==> src/rtl/memory_port_arbiter.sv <==
// Round-robin arbiter that shares one memory port between instruction fetch (0)
// and data load/store (1), sequencing each access with a valid/ready handshake.
module memory_port_arbiter #(
  parameter int DATA_WIDTH = 32,
  parameter int ADDR_WIDTH = 32
) (
  input  logic                  clock,
  input  logic                  reset_n,
  input  logic                  request0,
  input  logic                  request1,
  input  logic [ADDR_WIDTH-1:0] address0,
  input  logic [ADDR_WIDTH-1:0] address1,
  input  logic [DATA_WIDTH-1:0] write_data0,
  input  logic [DATA_WIDTH-1:0] write_data1,
  input  logic                  write_enable0,
  input  logic                  write_enable1,
  output logic                  done0,
  output logic                  done1,
  output logic [DATA_WIDTH-1:0] read_data,
  output logic [ADDR_WIDTH-1:0] mem_address,
  output logic [DATA_WIDTH-1:0] mem_write_data,
  output logic                  mem_write_enable,
  output logic                  mem_valid,
  input  logic                  mem_ready,
  input  logic [DATA_WIDTH-1:0] mem_read_data,
  output logic                  selector,
  output logic                  grant0,
  output logic                  grant1
);

  typedef enum logic [0:0] {
    IDLE = 1'b0,
    BUSY = 1'b1
  } state_e;

  state_e                state_q;
  logic                  selector_q;
  logic                  grant0_q;
  logic                  grant1_q;
  logic                  done0_q;
  logic                  done1_q;
  logic                  mem_valid_q;
  logic                  mem_we_q;
  logic                  last_grant_q;
  logic [DATA_WIDTH-1:0] read_data_q;

  logic                  elig0_s;
  logic                  elig1_s;
  logic                  winner_s;
  logic                  winner_we_s;

  // Eligibility (a requester is masked in its own done cycle) and round-robin pick.
  always_comb begin
    elig0_s = request0 & ~done0_q;
    elig1_s = request1 & ~done1_q;
    if (elig0_s && elig1_s) begin
      winner_s = ~last_grant_q;
    end else if (elig1_s) begin
      winner_s = 1'b1;
    end else begin
      winner_s = 1'b0;
    end
    if (winner_s) begin
      winner_we_s = write_enable1;
    end else begin
      winner_we_s = write_enable0;
    end
  end

  // Access sequencer: arbitrate in IDLE, hold the grant in BUSY until mem_ready.
  always_ff @(posedge clock) begin
    if (!reset_n) begin
      state_q      <= IDLE;
      selector_q   <= 1'b0;
      grant0_q     <= 1'b0;
      grant1_q     <= 1'b0;
      done0_q      <= 1'b0;
      done1_q      <= 1'b0;
      mem_valid_q  <= 1'b0;
      mem_we_q     <= 1'b0;
      last_grant_q <= 1'b1;
      read_data_q  <= {DATA_WIDTH{1'b0}};
    end else begin
      done0_q <= 1'b0;
      done1_q <= 1'b0;
      case (state_q)
        IDLE: begin
          if (elig0_s || elig1_s) begin
            state_q      <= BUSY;
            selector_q   <= winner_s;
            grant0_q     <= ~winner_s;
            grant1_q     <= winner_s;
            last_grant_q <= winner_s;
            mem_valid_q  <= 1'b1;
            mem_we_q     <= winner_we_s;
          end
        end
        BUSY: begin
          // Read data is captured for stores too; the requester ignores it.
          if (mem_ready) begin
            state_q     <= IDLE;
            read_data_q <= mem_read_data;
            done0_q     <= ~selector_q;
            done1_q     <= selector_q;
            grant0_q    <= 1'b0;
            grant1_q    <= 1'b0;
            mem_valid_q <= 1'b0;
            mem_we_q    <= 1'b0;
          end
        end
        default: begin
          state_q     <= IDLE;
          grant0_q    <= 1'b0;
          grant1_q    <= 1'b0;
          mem_valid_q <= 1'b0;
          mem_we_q    <= 1'b0;
        end
      endcase
    end
  end

  assign mem_address      = selector_q ? address1 : address0;
  assign mem_write_data   = selector_q ? write_data1 : write_data0;
  assign mem_write_enable = mem_we_q;
  assign mem_valid        = mem_valid_q;
  assign selector         = selector_q;
  assign grant0           = grant0_q;
  assign grant1           = grant1_q;
  assign done0            = done0_q;
  assign done1            = done1_q;
  assign read_data        = read_data_q;

endmodule

==> config.mk <==
export PLATFORM = sky130hd
export DESIGN_NAME = memory_port_arbiter
export DESIGN_NICKNAME = d
export VERILOG_FILES = /design/src/rtl/memory_port_arbiter.sv
export SDC_FILE = /design/constraint.sdc
export NUM_CORES = 1
export LEC_CHECK = 0
export ABC_CLOCK_PERIOD_IN_PS = 1550
export BUFFER_PORTS_ARGS = -buffer_cell sky130_fd_sc_hd__buf_2
export CAP_MARGIN = 20
export CORE_AREA = 8 8 100 102
export DETAILED_ROUTE_END_ITERATION = 6
export DIE_AREA = 0 0 108 110
export GPL_ROUTABILITY_DRIVEN = 1
export PLACE_DENSITY = 0.69
export RECOVER_POWER = 100
export SYNTH_ARGS = -nofsm -noshare
export SYNTH_HDL_FRONTEND = slang
export SYNTH_SLANG_ARGS = --single-unit
export TNS_END_PERCENT = 30
==> constraint.sdc <==
create_clock -name clock -period 1.55 [get_ports clock]
set_input_delay 0.31 -clock clock [delete_from_list [all_inputs] [get_ports clock]]
set_output_delay 0.31 -clock clock [all_outputs]
set_load 0.03 [all_outputs]
==> out/summary.log <==
INFO  grt            initial_antenna_violation_count=0
INFO  power          total_leakage_power=0.00226uW
INFO  sta            skew=0.00520ns
INFO  detailed_routing avgViaCountPerCell=4.63
INFO  run_status     violations=setup timing
INFO  critical_path  critical_path.endpoint_type=primary output
INFO  sta            setup_viol=64
INFO  worst_hold_path min_path_cells=3
INFO  run            max_cap_violations=0
INFO  sta            totalNegativeSetupSlack=-10.23ns
INFO  grt            grt_pass1_wl=16.2mm
INFO  critical_path  crit_cells=4
INFO  yosys          synth.avg_cell_area=9.43um^2
INFO  final_layout   area_growth=102%
INFO  placed_design  preCtsSetupSlack=0.0692ns
INFO  critical_path  timing.critical_path.slowest_cell_delay=0.38ns
INFO  clock_tree     clkTransAtPathRegs=0.08ns
INFO  sta            period_utilization_post_route=1.12
INFO  detailed_routing avgRoutedWirePerCell=19.8um
INFO  sta            report.final.slew_viol_count=0
INFO  power          worst_ir_drop_vdd=0.000604V
INFO  critical_path  timing.critical_path.arrival=1.42ns
INFO  sta            setup_repair_after_global_routing_missed_its_margin=yes
INFO  clock_tree     tritoncts=done
INFO  detailed_routing detail_route.drc_violations=0
INFO  power          power_density=811mW/mm^2
INFO  clock_tree     clk_latency=0.28ns
INFO  critical_path  crit_start=selector$_SDFFE_PN0P_
INFO  detailed_routing finalWirelength=12.5mm
INFO  clock_tree     holdBufCountCts=0
INFO  placed_design  dpl.hpwl=8.52mm
INFO  clock_tree     clock_tree.htree_level_count=2
INFO  detailed_routing num_vias=2924
INFO  critical_path  worst_path_dominant_cell_family=buffers and inverters
INFO  clock_tree     numClockSinks=41
INFO  floorplanning  die_x=108um
INFO  critical_path  worstReg2RegEnd=read_data[8]$_SDFFE_PN0P_
INFO  placed_design  placement_cell_area=0.00378mm^2
INFO  final_layout   layout_cell_area_excl_fill=0.00468mm^2
INFO  final_layout   antenna_cells=0
INFO  clock_tree     cts.path.max_buffers=2
INFO  critical_path  launching_element_type_of_the_critical_path=flop
INFO  floorplanning  start_util=0.274
INFO  critical_path  reg2reg_slack=0.19ns
INFO  critical_path  critical_path.slowest_cell=dfxtp_4
INFO  clock_tree     cts_made_buffers=5
INFO  yosys          async_reset_ff_frac=0
INFO  yosys          post-synth-top-area-fraction=0.354
INFO  final_layout   fillerInstances=765
INFO  yosys          synth.lib_cells_used.distinct=25
INFO  yosys          synthCells=246
INFO  grt            grt_pass1_vias=2969
INFO  worst_hold_path min-delay-path-class=primary input to flop
INFO  critical_path  cell_seen_most_often_among_critical_path_stages=buf_6
INFO  detailed_routing drt_pass1_iterations=4
INFO  yosys          synth-seq-area-share=0.354
INFO  final_layout   num-nets-final=690
INFO  sta            fmaxAchievable=577MHz
INFO  floorplanning  fp.dieArea=0.0119mm^2
INFO  placed_design  port_buffers=269
INFO  detailed_routing detail-route-antenna-nets=0
INFO  critical_path  data_required_time_at_the_worst_endpoint=1.24ns
INFO  detailed_routing drt_iter0_drc=172
INFO  yosys          ys.flop_type=dfxtp_1
INFO  yosys          yosysTopAreaCell=dfxtp_1
INFO  critical_path  crit_type=flop to primary output
INFO  sta            timing.final.crit_period=1.73ns
INFO  critical_path  timing.critical_path.cells=buf_8, buf_6, mux2_2, buf_6
INFO  clock_tree     cts_root_buf=clkbuf_8
INFO  run_status     run_status=complete, but fails checks
INFO  critical_path  critical_path.n_buffers_inverters=3
INFO  grt            grt_max_degree=33
INFO  critical_path  timing.critical_path.to=mem_write_data[10]
INFO  sta            tightestPinTransition=0.531ns
INFO  grt            overall_fraction_of_global_route_tracks_in_use=0.171
INFO  critical_path  critical_path_peak_fanout=6
INFO  sta            hold_viol=0
INFO  sta            worst_slack=-0.183ns
INFO  floorplanning  core_area=0.00847mm^2
INFO  floorplanning  io_pins=270
INFO  yosys          ys_top_cells_by_area=dfxtp_1, mux2_2, nand2_1, a21boi_1, buf_4
INFO  yosys          synth.ff_latch_count=41
INFO  power          finalPower=3800uW
INFO  yosys          synth_warnings=0
INFO  yosys          mappedNetlistArea=0.00232mm^2
INFO  floorplanning  floorplan.rows=34
INFO  yosys          synthTopCellsByCount=nand2_1, mux2_2, dfxtp_1
INFO  critical_path  worstReg2RegStart=state_q$_SDFF_PN0_
INFO  sta            slew_headroom=0.645
INFO  placed_design  gp_congestion=0.820
INFO  critical_path  worstRegToRegCells=4
INFO  yosys          synth_edf_count=0
INFO  worst_hold_path min_from=mem_read_data[3]
INFO  yosys          synth_fp_nets=413
INFO  floorplanning  die_height=110um
INFO  final_layout   drive_gt1_frac=0.620
INFO  yosys          synthMostInstantiatedCell=nand2_1
INFO  grt            overflow=0
[cells in the final DEF (no fill, tap or decap), types with 2 or more instances in the layout]
cell       synthesis  routed
clkbuf_16          0       5
clkbuf_8           0       5
mux2_4             0      53
bufinv_16          0       2
nand2_1           70      70
buf_2              6     166
clkbuf_2           0       2
a21boi_1          31       3
dfxtp_1           41      40
clkbuf_1           4      39
mux2_2            64      11
nor2_1             2       2
a21boi_0           4      32
buf_4              5       2
buf_12             0       4
buf_6              3      68
[kinds of logic (layout without fill, tap and decap cells)]
group	count (synthesis)	in the layout	synth area share
and+or+nand+nor	79	79	0.141
muxes	64	64	0.311
AOI/OAI and AO/OA	43	43	0.143
DFF	41	41	0.354
buffers and inverters	19	297	0.0517
[power breakdown]
part           leakage [uW]  internal (uW)  switching (uW)
logic               0.00185            805             840
clock network     0.0000681            640             370
registers          0.000336           1110            34.3
[per-stage QoR]
stage	utilization	instances	hold slack (ns)
2_1_floorplan	-	246	0.445
3_3_place_gp	0.447	611	0.438
3_5_place_dp	0.447	611	0.443
4_1_cts	0.523	620	0.236
5_1_grt	0.553	632	0.247
6_report	0.553	632	0.263
[tightest hold or removal path, delay by kind of cell]
kind,cells,cell delay [ns]
simple gates,1,0.05
buf+inv,1,0.10
compound gates,1,0.05
[how the worst min path moves through the flow]
stage                                  to  slack [ns]
3_5_place_dp   read_data[18]$_SDFFE_PN0P_        0.44
5_1_grt        read_data[10]$_SDFFE_PN0P_        0.25
3_3_place_gp   read_data[21]$_SDFFE_PN0P_        0.44
4_1_cts        read_data[21]$_SDFFE_PN0P_        0.24
2_1_floorplan   read_data[0]$_SDFFE_PN0P_        0.44
6_report        read_data[3]$_SDFFE_PN0P_        0.26
[metal layers]
layer	share of wire	track usage
met2	0.53	0.320
met3	0.086	0.0483
met1	0.36	0.183
met5	0	0
met4	0.018	0.0446
[layout make-up]
type	instances	area (um^2)	area share
Clock buffer	5	68.8	0.0147
Clock inverter	3	65.1	0.0139
Inverter	1	3.75	0.000802
Multi-Input combinational cell	186	1570	0.335
Sequential cell	41	825	0.176
Tap cell	108	135	0.0289
Timing Repair Buffer	288	2020	0.431
[what timing repair did]
action,4_1_cts,5_1_grt
resized for setup,151,37
buffers inserted,0,5
setup endpoints to repair,64,64
gates cloned,1,7
[state kept, by name, summed over array words and instances (netlist names)]
register          flops
mem_write_enable      1
mem_valid             1
done1                 1
grant1                1
read_data            32
done0                 1
grant0                1
selector              1
state_q               1
last_grant_q          1
No activity file was read; power rests on OpenSTA's default activity.
